==> config.mk <==
export PLATFORM = sky130hd
export DESIGN_NAME = regfile_wr_sched
export DESIGN_NICKNAME = d
export VERILOG_FILES = /design/src/rtl/regfile_wr_sched.sv
export SDC_FILE = /design/constraint.sdc
export NUM_CORES = 1
export LEC_CHECK = 0
export BUFFER_PORTS_ARGS = -buffer_cell sky130_fd_sc_hd__buf_2
export CAP_MARGIN = 0
export CORE_ASPECT_RATIO = 1.5
export CORE_MARGIN = 5
export CORE_UTILIZATION = 30
export DETAILED_ROUTE_END_ITERATION = 8
export GPL_TIMING_DRIVEN = 1
export RECOVER_POWER = 50
export SYNTH_ARGS = -nofsm -noshare
export SYNTH_HDL_FRONTEND = slang
export SYNTH_SLANG_ARGS = --single-unit
==> constraint.sdc <==
create_clock -name clk -period 5.2 [get_ports clk]
set_input_delay 0.78 -clock clk [delete_from_list [all_inputs] [get_ports clk]]
set_output_delay 0.78 -clock clk [all_outputs]
set_load 0.005 [all_outputs]
==> src/rtl/regfile_wr_sched.sv <==
// Register-file write-port scheduler.
// Runs an optional zero-clear sweep of x1..LAST_ADDR after reset. It then
// shares the single write port round-robin among NREQ writeback sources.
// A write to address 0 or to an address above LAST_ADDR is accepted and
// discarded, and drop_pulse is raised for that cycle.
module regfile_wr_sched #(
  parameter int NREQ           = 3,
  parameter int AW             = 6,
  parameter int DW             = 32,
  parameter int LAST_ADDR      = 31,
  parameter bit CLEAR_ON_RESET = 1'b1
) (
  input  logic               clk,
  input  logic               reset,
  input  logic [NREQ-1:0]    req_valid,
  output logic [NREQ-1:0]    req_ready,
  input  logic [NREQ*AW-1:0] req_addr,
  input  logic [NREQ*DW-1:0] req_data,
  output logic               rf_wen,
  output logic [AW-1:0]      rf_waddr,
  output logic [DW-1:0]      rf_wdata,
  output logic               init_busy,
  output logic               drop_pulse
);

  localparam int unsigned    N    = NREQ;
  localparam int             PW   = (NREQ > 1) ? $clog2(NREQ) : 1;
  localparam logic [AW-1:0]  LAST = AW'(LAST_ADDR);

  typedef enum logic {ST_INIT, ST_RUN} state_t;
  localparam state_t RESET_STATE = CLEAR_ON_RESET ? ST_INIT : ST_RUN;

  state_t        state;
  logic [PW-1:0] ptr;
  logic [AW-1:0] cnt;

  logic          grant;
  int unsigned   win;
  logic [PW-1:0] nxt_ptr;
  logic [AW-1:0] sel_addr;
  logic [DW-1:0] sel_data;
  logic          sel_drop;

  // Round-robin pick: first valid requester starting at ptr, wrapping mod NREQ
  always_comb begin
    logic found;
    found     = 1'b0;
    win       = 0;
    req_ready = '0;
    for (int unsigned k = 0; k < N; k++) begin
      int unsigned idx;
      idx = (32'(ptr) + k) % N;
      if (!found && req_valid[idx]) begin
        found = 1'b1;
        win   = idx;
      end
    end
    grant    = found && (state == ST_RUN) && !reset;
    sel_addr = req_addr[win*AW +: AW];
    sel_data = req_data[win*DW +: DW];
    sel_drop = (sel_addr == '0) || (sel_addr > LAST);
    nxt_ptr  = PW'((win + 1) % N);
    if (grant) req_ready[win] = 1'b1;
  end

  // Sweep/run sequencing with registered write-port outputs
  always_ff @(posedge clk) begin
    if (reset) begin
      state      <= RESET_STATE;
      ptr        <= '0;
      cnt        <= AW'(1);
      rf_wen     <= 1'b0;
      rf_waddr   <= '0;
      rf_wdata   <= '0;
      drop_pulse <= 1'b0;
      init_busy  <= CLEAR_ON_RESET;
    end else begin
      case (state)
        ST_INIT: begin
          rf_wen     <= 1'b1;
          rf_waddr   <= cnt;
          rf_wdata   <= '0;
          drop_pulse <= 1'b0;
          cnt        <= cnt + AW'(1);
          if (cnt == LAST) begin
            state     <= ST_RUN;
            init_busy <= 1'b0;
          end
        end
        default: begin
          rf_wen     <= 1'b0;
          drop_pulse <= 1'b0;
          if (grant) begin
            ptr      <= nxt_ptr;
            rf_waddr <= sel_addr;
            rf_wdata <= sel_data;
            if (sel_drop) drop_pulse <= 1'b1;
            else          rf_wen     <= 1'b1;
          end
        end
      endcase
    end
  end

endmodule

==> flow_summary.json, run 1 <==
{
  "vias_per_cell": 5.17,
  "path_buf_inv": 2,
  "pwr-share-clk_pct": 38.1,
  "synth-xor-area-share_pct": 2.98,
  "rows": 52,
  "num_vias": 4474,
  "rsz0062_at_grt": "yes",
  "numCtsBuffers": 5,
  "slowest_stage": "or4_4",
  "routedWlPerCell_um": 15.7,
  "fin_util_pct": 41.2,
  "synth_ff_type": "dfxtp_1",
  "grt_max_degree": 75,
  "power_per_cell_area_nw_per_um2": 174,
  "drt-initial-drc-count": 136,
  "cpPeakStageDelay_ns": 0.53,
  "antenna_cells": 0,
  "ys_seq_area_share_pct": 24.6,
  "root_buffer": "clkbuf_16",
  "cts.sinks": 50,
  "min_period_over_period_pct": 97.6,
  "r2r_slack_ns": 0.12,
  "synth.area.mux_share_pct": 9.65,
  "drv_slew": 0,
  "synth_area_leaders": "dfxtp_1 (25%), nand2_1 (8.2%), nor2_1 (8.0%), ha_1 (7.4%), a311oi_1 (6.9%)",
  "pin_count": 163,
  "maxCapViolCount": 0,
  "synth-simple-area-share_pct": 26.7,
  "layout-area-overhead-vs-synth_pct": 35.7,
  "synthCells": 529,
  "port_buffers": 162,
  "antenna_found_initial": 0,
  "finalSetupViolCount": 0,
  "cts.path.max_buffers": 2,
  "clk_latency_ns": 0.29,
  "cellInternalPower_mw": 0.713,
  "path_class": "flip-flop to flip-flop",
  "place.detailed.hpwl_mm": 10.9,
  "endpoint_kind": "flip-flop",
  "die_w_um": 105,
  "path_delay_family": "simple AND/OR/NAND/NOR gates",
  "synth-compound-area-share_pct": 22.6,
  "synthTopCellsByCount": "nand2_1 (89), nor2_1 (87), dfxtp_1 (50)",
  "syn-cell-area_um2": 4070,
  "holdPathEnd": "init_busy",
  "seqPwrFrac_pct": 40.8,
  "swShare_pct": 26.0,
  "worst_pin_slew_ns": 0.794,
  "grt_pass1_vias": 4599,
  "wirelength_mm": 13.6,
  "hold_class": "flip-flop to flip-flop",
  "synth_top_area_share_pct": 24.6,
  "required_ns": 5.41,
  "combinationalPowerShare_pct": 21.1,
  "worstRegToRegCells": 21,
  "ys_ff_latch": 50,
  "async_flop_share_pct": 0,
  "synth_most_common_cell": "nand2_1",
  "hold_violations": 0,
  "yosys.area.top_type": "dfxtp_1",
  "initial_core_util_pct": 30.4,
  "synth_top_family_by_area": "simple AND/OR/NAND/NOR gates",
  "synth_edf_count": 0,
  "status": "finished, final reports clean",
  "hp-start": "init_busy",
  "core_area_um2": 13400,
  "gp_congestion": 0.903,
  "postLayoutSetupSlackWorst_ns": 0.124,
  "max_clock_freq_mhz": 197,
  "crit_fanout": 5,
  "overflow": 0,
  "synthAdderAreaFrac_pct": 7.87,
  "relSlewSlack_pct": 47.1,
  "final_layout_size_suffix_gt1_share_pct": 33.2,
  "grt_usage_pct": 16.3,
  "ant_nets": 0,
  "hold_buffers": 0,
  "yosysWarnings": 0,
  "fill_cells": 1400,
  "clk_pin_slew_worst_paths_ns": 0.07,
  "grt_pass1_wl_mm": 21.8,
  "critPathLaunchType": "flip-flop",
  "post-place-ws_ns": -0.107,
  "syn-num-nets": 673,
  "cp_common_cell": "ha_2",
  "arrival_ns": 5.29,
  "htree_num_levels": 2,
  "peakVddDrop_v": 0.000143,
  "cts_tree": "built",
  "fin_crit_ns": 5.08,
  "final_nets": 847,
  "yosysUniqueCellTypes": 68,
  "timing.rr.start": "ptr[0]",
  "syn_area_per_cell_um2": 7.70,
  "clock_skew_ns": 0.00541,
  "worstReg2RegEnd": "ptr[1]",
  "hold_depth": 1,
  "die-height_um": 153,
  "first_pass_iters": 4,
  "p_sw_mw": 0.251,
  "leakage_nw": 2.29,
  "dieArea_um2": 16000,
  "cp_cell_sequence": "clkinvlp_4 -> ha_4 -> and4b_1 -> a31oi_2 -> o21a_4 -> o32ai_4 -> ha_2 -> o31ai_2 -> nor3b_4 -> or3b_4 -> and4_4 -> a21oi_2 -> o2111ai_2 -> ha_2 -> or3_4 -> a211oi_2 -> xnor2_1 -> inv_1 -> ha_2 -> or4_4 -> o211ai_2",
  "remaining_drc_errors": 0
}
## cell usage in the layout (no fill, tap or decap), drive strengths merged, types with 3 or more instances in the layout
cell,Yosys,routed
o211ai,3,3
nor2b,7,7
o31ai,3,3
nand2b,3,3
nor2,87,87
inv,17,16
mux2,4,4
a311oi,32,32
clkbuf,23,42
and2,4,4
a21o,3,3
xor2,4,4
nor3,10,10
o21ai,12,12
nor3b,7,7
nand2,90,90
nand3,11,11
a21oi,43,43
dfxtp,50,50
a221oi,4,4
ha,24,24
mux2i,16,16
buf,13,167
xnor2,9,9
or3,5,5
mux4,8,8
## through the flow
stage | area [um2] | power [mW] | hold WS, ns | std cells | TNS [ns]
floorplan | 4130 | 0.520 | 0.451 | 529 | -0.00266
global placement | 5240 | 0.599 | 0.430 | 851 | 0
detailed placement | 5240 | 0.604 | 0.445 | 851 | -0.160
CTS | 5420 | 0.979 | 0.461 | 859 | 0
global route | 5520 | 1.02 | 0.507 | 866 | -0.127
finish | 5520 | 0.964 | 0.458 | 866 | 0
## area by class of cell
cell class,instances,area [um2],share of cell area [%]
tap,162,203,3.67
sequential,50,1010,18.2
timing repair buffer,203,1080,19.5
inverter,18,73.8,1.34
multi-input combinational,425,3000,54.3
clock inverter,2,37.5,0.680
clock buffer,6,129,2.33
## power groups by stage
stage | sequential (mW) | combinational, mW | clock (mW)
detailed placement | 0.402 | 0.202 | 0
floorplan | 0.401 | 0.118 | 0
finish | 0.393 | 0.204 | 0.367
CTS | 0.394 | 0.203 | 0.382
global placement | 0.402 | 0.197 | 0
global route | 0.394 | 0.225 | 0.397
## cells by family (layout without fill, tap and decap cells)
logic type               count (synthesis)  count (layout)
buffers and inverters                   54             229
flip-flops                              50              50
AO/OA/AOI/OAI                          120             120
adder cells (fa/ha/maj)                 25              25
AND/OR/NAND/NOR                        239             239
multiplexers                            28              28
XOR/XNOR                                13              13
## registers in the layout, indices dropped and copies added (netlist names)
| register | flops |
|---|---|
| rf_waddr | 6 |
| state | 1 |
| rf_wdata | 32 |
| drop_pulse | 1 |
| cnt | 6 |
| rf_wen | 1 |
| ptr | 2 |
| init_busy | 1 |
## worst register-to-register path: cells and delay by family (launching register included)
kind	cells	cell delay, ns
AO/OA/AOI/OAI	8	1.28
XOR/XNOR	1	0.16
adder cells (fa/ha/maj)	4	0.97
buffers and inverters	2	0.22
flip-flops	1	0.39
AND/OR/NAND/NOR	6	2.01
## repair_timing
item	CTS	global route
endpoints found under the setup margin	2	2
setup buffers	0	7
cloned	0	0
pin swaps	0	8
resized for setup	4	19
## per-layer routing
layer	vias up	part of all wire, %	global-route usage [%]
met5	-	0	0
met4	0	4.0	7.86
met3	32	4.2	2.54
met2	134	54	31.1
met1	2080	38	16.8
li1	2228	-	-
## worst max-delay path by stage
stage | startpoint | end | slack, ns | cells after the start
3_3_place_gp | req_valid[1] | ptr[1] | 0.09 | 20
4_1_cts | ptr[1] | ptr[1] | 0.04 | 22
3_5_place_dp | ptr[0] | ptr[1] | -0.11 | 21
5_1_grt | ptr[0] | ptr[1] | -0.07 | 21
6_report | ptr[0] | ptr[1] | 0.12 | 21
2_1_floorplan | req_valid[2] | ptr[1] | -0.003 | 20
Power figures use the tool's default switching activity.
==> run 2, diff against run 1 <==
Settings changed: CORE_ASPECT_RATIO 1.5 to unset.
Clock period 5.2 ns to 5.9 ns, I/O delays scaled along.
==> run 2 against run 1 <==
Routed wire length fell by 6.1%. Global-route usage is 1.4 points lower. Largest power group unchanged. Clock skew hardly changed. Largest cell class unchanged. Clock power is 8.2% lower.
==> flow_summary.json, run 2 (synthesized netlist as in run 1, its figures left out) <==
{
  "status": "finished, final reports clean",
  "fin_crit_ns": 5.66,
  "cpPeakStageDelay_ns": 0.54,
  "fill_cells": 1415,
  "antenna_cells": 0,
  "max_clock_freq_mhz": 177,
  "final_cell_mix": "buf_2 (129), nand2_1 (89), nor2_1 (87)",
  "path_buf_inv": 2,
  "hold_buffers": 0,
  "required_ns": 6.11,
  "endpoint_kind": "flip-flop",
  "worst_pin_slew_ns": 0.822,
  "arrival_ns": 5.87,
  "gp_congestion": 0.833,
  "pin_count": 163,
  "overflow": 0,
  "drv_slew": 0,
  "routedWlPerCell_um": 14.9,
  "wirelength_mm": 12.7,
  "drt-initial-drc-count": 185,
  "finalPower_mw": 0.854,
  "multiInputGateArea_um2": 2900,
  "path_delay_family": "simple AND/OR/NAND/NOR gates",
  "fin_cells": 857,
  "ant_nets": 0,
  "first_pass_iters": 4,
  "root_buffer": "clkbuf_16",
  "dpl-instance-area_um2": 5090,
  "final_nets": 824,
  "dieArea_um2": 16000,
  "whs_ns": 0.456,
  "path_class": "flip-flop to flip-flop",
  "critPathLaunchType": "flip-flop",
  "remaining_drc_errors": 0,
  "hold_class": "flip-flop to flip-flop",
  "maxCapViolCount": 0,
  "cp_common_cell": "ha_1",
  "clk_pin_slew_worst_paths_ns": 0.07,
  "die-height_um": 126,
  "fin_tns_setup_ns": 0,
  "reg_top3": "rf_wdata (32), cnt (6), rf_waddr (6)",
  "leakage_nw": 2.20,
  "initial_core_util_pct": 30.6,
  "ff_latch_area_um2": 1000,
  "core_area_um2": 13300,
  "final_common_cell": "buf_2",
  "slowest_stage": "or4_4",
  "peakVddDrop_v": 0.000100,
  "num_vias": 4390,
  "final_layout_size_suffix_gt1_share_pct": 28.9,
  "post_cts_buffers": 0,
  "finalInstanceArea_um2": 5270,
  "relSlewSlack_pct": 45.2,
  "regMostFlops": "rf_wdata",
  "largest_reg_flops": 32,
  "grt_max_degree": 75,
  "cts.sinks": 50,
  "cts_tree": "built",
  "min_period_over_period_pct": 95.9,
  "numCtsBuffers": 5,
  "vias_per_cell": 5.12,
  "clk_latency_ns": 0.29,
  "grt_usage_pct": 14.9,
  "die_w_um": 126,
  "power_per_cell_area_nw_per_um2": 162,
  "place_inst": 849,
  "hold_violations": 0,
  "port_buffers": 162,
  "htree_num_levels": 2,
  "rsz0062_at_grt": "no",
  "rows": 42,
  "cts.path.max_buffers": 2,
  "grt_pass1_wl_mm": 20.3,
  "cp_cell_sequence": "inv_1 -> ha_2 -> and4b_1 -> a31oi_1 -> o21a_4 -> o32ai_4 -> ha_1 -> o31ai_1 -> nor3b_4 -> or3b_1 -> and4_4 -> a21oi_2 -> o2111ai_2 -> ha_1 -> or3_1 -> a211oi_1 -> xnor2_1 -> inv_1 -> ha_1 -> or4_4 -> o211ai_2",
  "crit_fanout": 8,
  "antenna_found_initial": 0,
  "clock_skew_ns": 0.00583,
  "grt_pass1_vias": 4386,
  "finalSetupViolCount": 0,
  "cts_resized": 0,
  "place.detailed.hpwl_mm": 10.0,
  "layout-area-overhead-vs-synth_pct": 29.4
}
==> run 2: cell count changes in the layout (fill, tap and decap cells not counted), sizes merged <==
cell / previous run / this run
clkinvlp: 2 / 1
buf: 167 / 147
inv: 16 / 18
clkbuf: 42 / 38
==> run 2: worst register-to-register path, delay by kind of cell, from the launching register on <==
| family | cells | cell delay (ns) |
|---|---|---|
| buffers and inverters | 2 | 0.25 |
| AO/OA/AOI/OAI | 8 | 1.52 |
| XOR/XNOR | 1 | 0.20 |
| flip-flops | 1 | 0.43 |
| adder cells (fa/ha/maj) | 4 | 1.15 |
| AND/OR/NAND/NOR | 6 | 2.01 |
==> run 2: layout make-up <==
cell class,count,area share (%)
Clock inverter,3,0.926
Timing Repair Buffer,180,17.2
Sequential cell,50,19.0
Inverter,18,1.28
Multi-Input combinational cell,425,55.0
Clock buffer,5,2.37
Tap cell,176,4.18
==> run 2: stage by stage <==
step | setup slack (ns) | utilization [%]
6_report | 0.242 | 39.6
5_1_grt | 0.00453 | 39.6
4_1_cts | 0.128 | 39.6
3_5_place_dp | 0.166 | 38.3
3_3_place_gp | 0.388 | 38.3
2_1_floorplan | 0.171 | -
==> run 2: path summary, 6_finish.rpt <==
path / startpoint / endpoint / slack (ns) / cells after the start
worst min-delay path: init_busy / init_busy / 0.46 / 1
worst max register to register: ptr[0] / ptr[1] / 0.24 / 21
worst max-delay path: ptr[0] / ptr[1] / 0.24 / 21
worst min register to register: init_busy / init_busy / 0.46 / 1
==> run 2: power breakdown <==
| group | total [mW] | switching, mW | internal [mW] |
|---|---|---|---|
| sequential | 0.347 | 0.00404 | 0.343 |
| combinational | 0.170 | 0.0901 | 0.0803 |
| clock | 0.337 | 0.134 | 0.203 |
| total | 0.854 | 0.228 | 0.626 |
==> run 2: layer usage <==
layer	wire length [um]	up-vias	global-route usage (%)
met2	6600	93	27.2
li1	-	2181	-
met4	221	0	4.04
met5	0	-	0
met3	518	14	2.40
met1	5400	2102	18.0
==> run 3, diff against run 2 <==
Settings changed: MAX_ROUTING_LAYER set to met4.
==> run 3 against run 2 <==
Maximum frequency is 0.92% higher. Cell area down 0.14%. Combinational power about the same. Highest routed layer unchanged. Sequential cell count did not move. Sequential share of layout area is essentially flat. Die area did not move.
==> flow_summary.json, run 3 (synthesized netlist as in run 1, its figures left out) <==
{
  "relSlewSlack_pct": 44.2,
  "pwr-share-clk_pct": 36.8,
  "cts.sinks": 50,
  "worst_pin_slew_ns": 0.837,
  "clk_latency_ns": 0.29,
  "final_cell_mix": "buf_2 (126), nand2_1 (89), nor2_1 (87)",
  "fin_crit_ns": 5.61,
  "post-place-ws_ns": 0.178,
  "num_vias": 4408,
  "status": "finished, final reports clean",
  "grt_pass1_wl_mm": 20.5,
  "grt_pass1_vias": 4348,
  "final_nets": 824,
  "min_period_over_period_pct": 95.0,
  "final_layout_size_suffix_gt1_share_pct": 28.3,
  "rows": 42,
  "seqPwrFrac_pct": 42.4,
  "path_class": "flip-flop to flip-flop",
  "worstReg2RegEnd": "ptr[1]",
  "antenna_found_initial": 0,
  "clock_skew_ns": 0.00586,
  "cellInternalPower_mw": 0.586,
  "gp_congestion": 0.830,
  "max_clock_freq_mhz": 178,
  "dieArea_um2": 16000,
  "fin_tns_setup_ns": 0,
  "core_area_um2": 13300,
  "numCtsBuffers": 5,
  "hold_depth": 1,
  "timing.rr.start": "ptr[0]",
  "combinationalPowerShare_pct": 20.8,
  "cts_tree": "built",
  "ant_nets": 0,
  "vias_per_cell": 5.14,
  "crit_fanout": 8,
  "holdPathEnd": "init_busy",
  "final_common_cell": "buf_2",
  "post_cts_buffers": 0,
  "regMostFlops": "rf_wdata",
  "fill_cells": 1423,
  "finalSetupViolCount": 0,
  "ff_latch_area_um2": 1000,
  "postLayoutSetupSlackWorst_ns": 0.293,
  "r2r_slack_ns": 0.29,
  "pin_count": 163,
  "required_ns": 6.12,
  "reg_top3": "rf_wdata (32), cnt (6), rf_waddr (6)",
  "drv_slew": 0,
  "routedWlPerCell_um": 14.7,
  "finalPower_mw": 0.818,
  "arrival_ns": 5.82,
  "swShare_pct": 28.4,
  "port_buffers": 162,
  "remaining_drc_errors": 0,
  "root_buffer": "clkbuf_16",
  "rsz0062_at_grt": "no",
  "hold_violations": 0,
  "die_w_um": 126,
  "htree_num_levels": 2,
  "leakage_nw": 2.19,
  "power_per_cell_area_nw_per_um2": 155,
  "peakVddDrop_v": 0.000122,
  "critPathLaunchType": "flip-flop",
  "largest_reg_flops": 32,
  "place.detailed.hpwl_mm": 9.82,
  "grt_usage_pct": 15.4,
  "die-height_um": 126,
  "grt_max_degree": 75,
  "clk_pin_slew_worst_paths_ns": 0.08,
  "p_sw_mw": 0.232,
  "overflow": 0,
  "endpoint_kind": "flip-flop",
  "worstRegToRegCells": 21,
  "maxCapViolCount": 0,
  "wirelength_mm": 12.6,
  "cts.path.max_buffers": 2,
  "antenna_cells": 0,
  "fin_util_pct": 39.6,
  "initial_core_util_pct": 30.6,
  "hold_class": "flip-flop to flip-flop",
  "layout-area-overhead-vs-synth_pct": 29.2,
  "hp-start": "init_busy",
  "drt-initial-drc-count": 251,
  "first_pass_iters": 4,
  "multiInputGateArea_um2": 2920
}
[run 3: through the flow]
stage          hold WS [ns]  instances  area, um2
3_3_place_gp          0.434        849       5090
4_1_cts               0.461        857       5250
2_1_floorplan         0.451        529       4070
6_report              0.462        857       5260
5_1_grt               0.481        857       5260
3_5_place_dp          0.440        849       5090
[run 3: final cells by class]
type / instances / share of cell area (%)
multi-input cells: 425 / 55.4
clock buffers: 5 / 2.38
clock inverters: 3 / 0.547
well taps: 176 / 4.19
inverters: 18 / 1.28
repair buffers: 180 / 17.1
flip-flops and latches: 50 / 19.0
[run 3: worst max-delay path by stage]
stage	cells after the start	end	slack, ns	startpoint
3_3_place_gp	20	ptr[1]	0.39	req_valid[2]
2_1_floorplan	24	ptr[1]	0.17	ptr[1]
5_1_grt	25	ptr[1]	0.008	ptr[1]
4_1_cts	21	ptr[1]	0.15	ptr[1]
6_report	21	ptr[1]	0.29	ptr[0]
3_5_place_dp	21	ptr[1]	0.18	ptr[1]
[run 3: what timing repair did]
action                     in CTS  in global routing
gates resized for setup         0                 13
hold buffers                    0                  0
setup endpoints to repair       0                  2
[run 3: power groups by stage]
stage	registers, mW	clock network, mW	logic, mW
finish	0.347	0.301	0.170
global route	0.348	0.333	0.190
CTS	0.347	0.318	0.170
detailed placement	0.355	0	0.169
global placement	0.354	0	0.166
floorplan	0.354	0	0.101
[run 3: layer usage]
layer | share of wire [%] | wire length, um | vias up | GRT usage, %
met5 | 0 | 0 | - | -
met1 | 44 | 5510 | 2067 | 19.1
met2 | 50 | 6280 | 134 | 26.0
met4 | 2.9 | 368 | 0 | 5.24
met3 | 3.5 | 439 | 28 | 1.98
li1 | - | - | 2179 | -
[run 3: critical path, cell delays in order (launching register included)]
cell,delay (ns)
dfxtp_1,0.49
inv_2,0.16
ha_4,0.34
and4b_1,0.20
a31oi_1,0.07
o21a_4,0.29
o32ai_4,0.32
ha_1,0.23
o31ai_1,0.13
nor3b_4,0.24
or3b_1,0.40
and4_4,0.23
a21oi_2,0.14
o2111ai_2,0.13
ha_1,0.24
or3_1,0.41
a211oi_1,0.29
xnor2_1,0.20
inv_1,0.08
ha_1,0.24
or4_4,0.54
o211ai_2,0.13
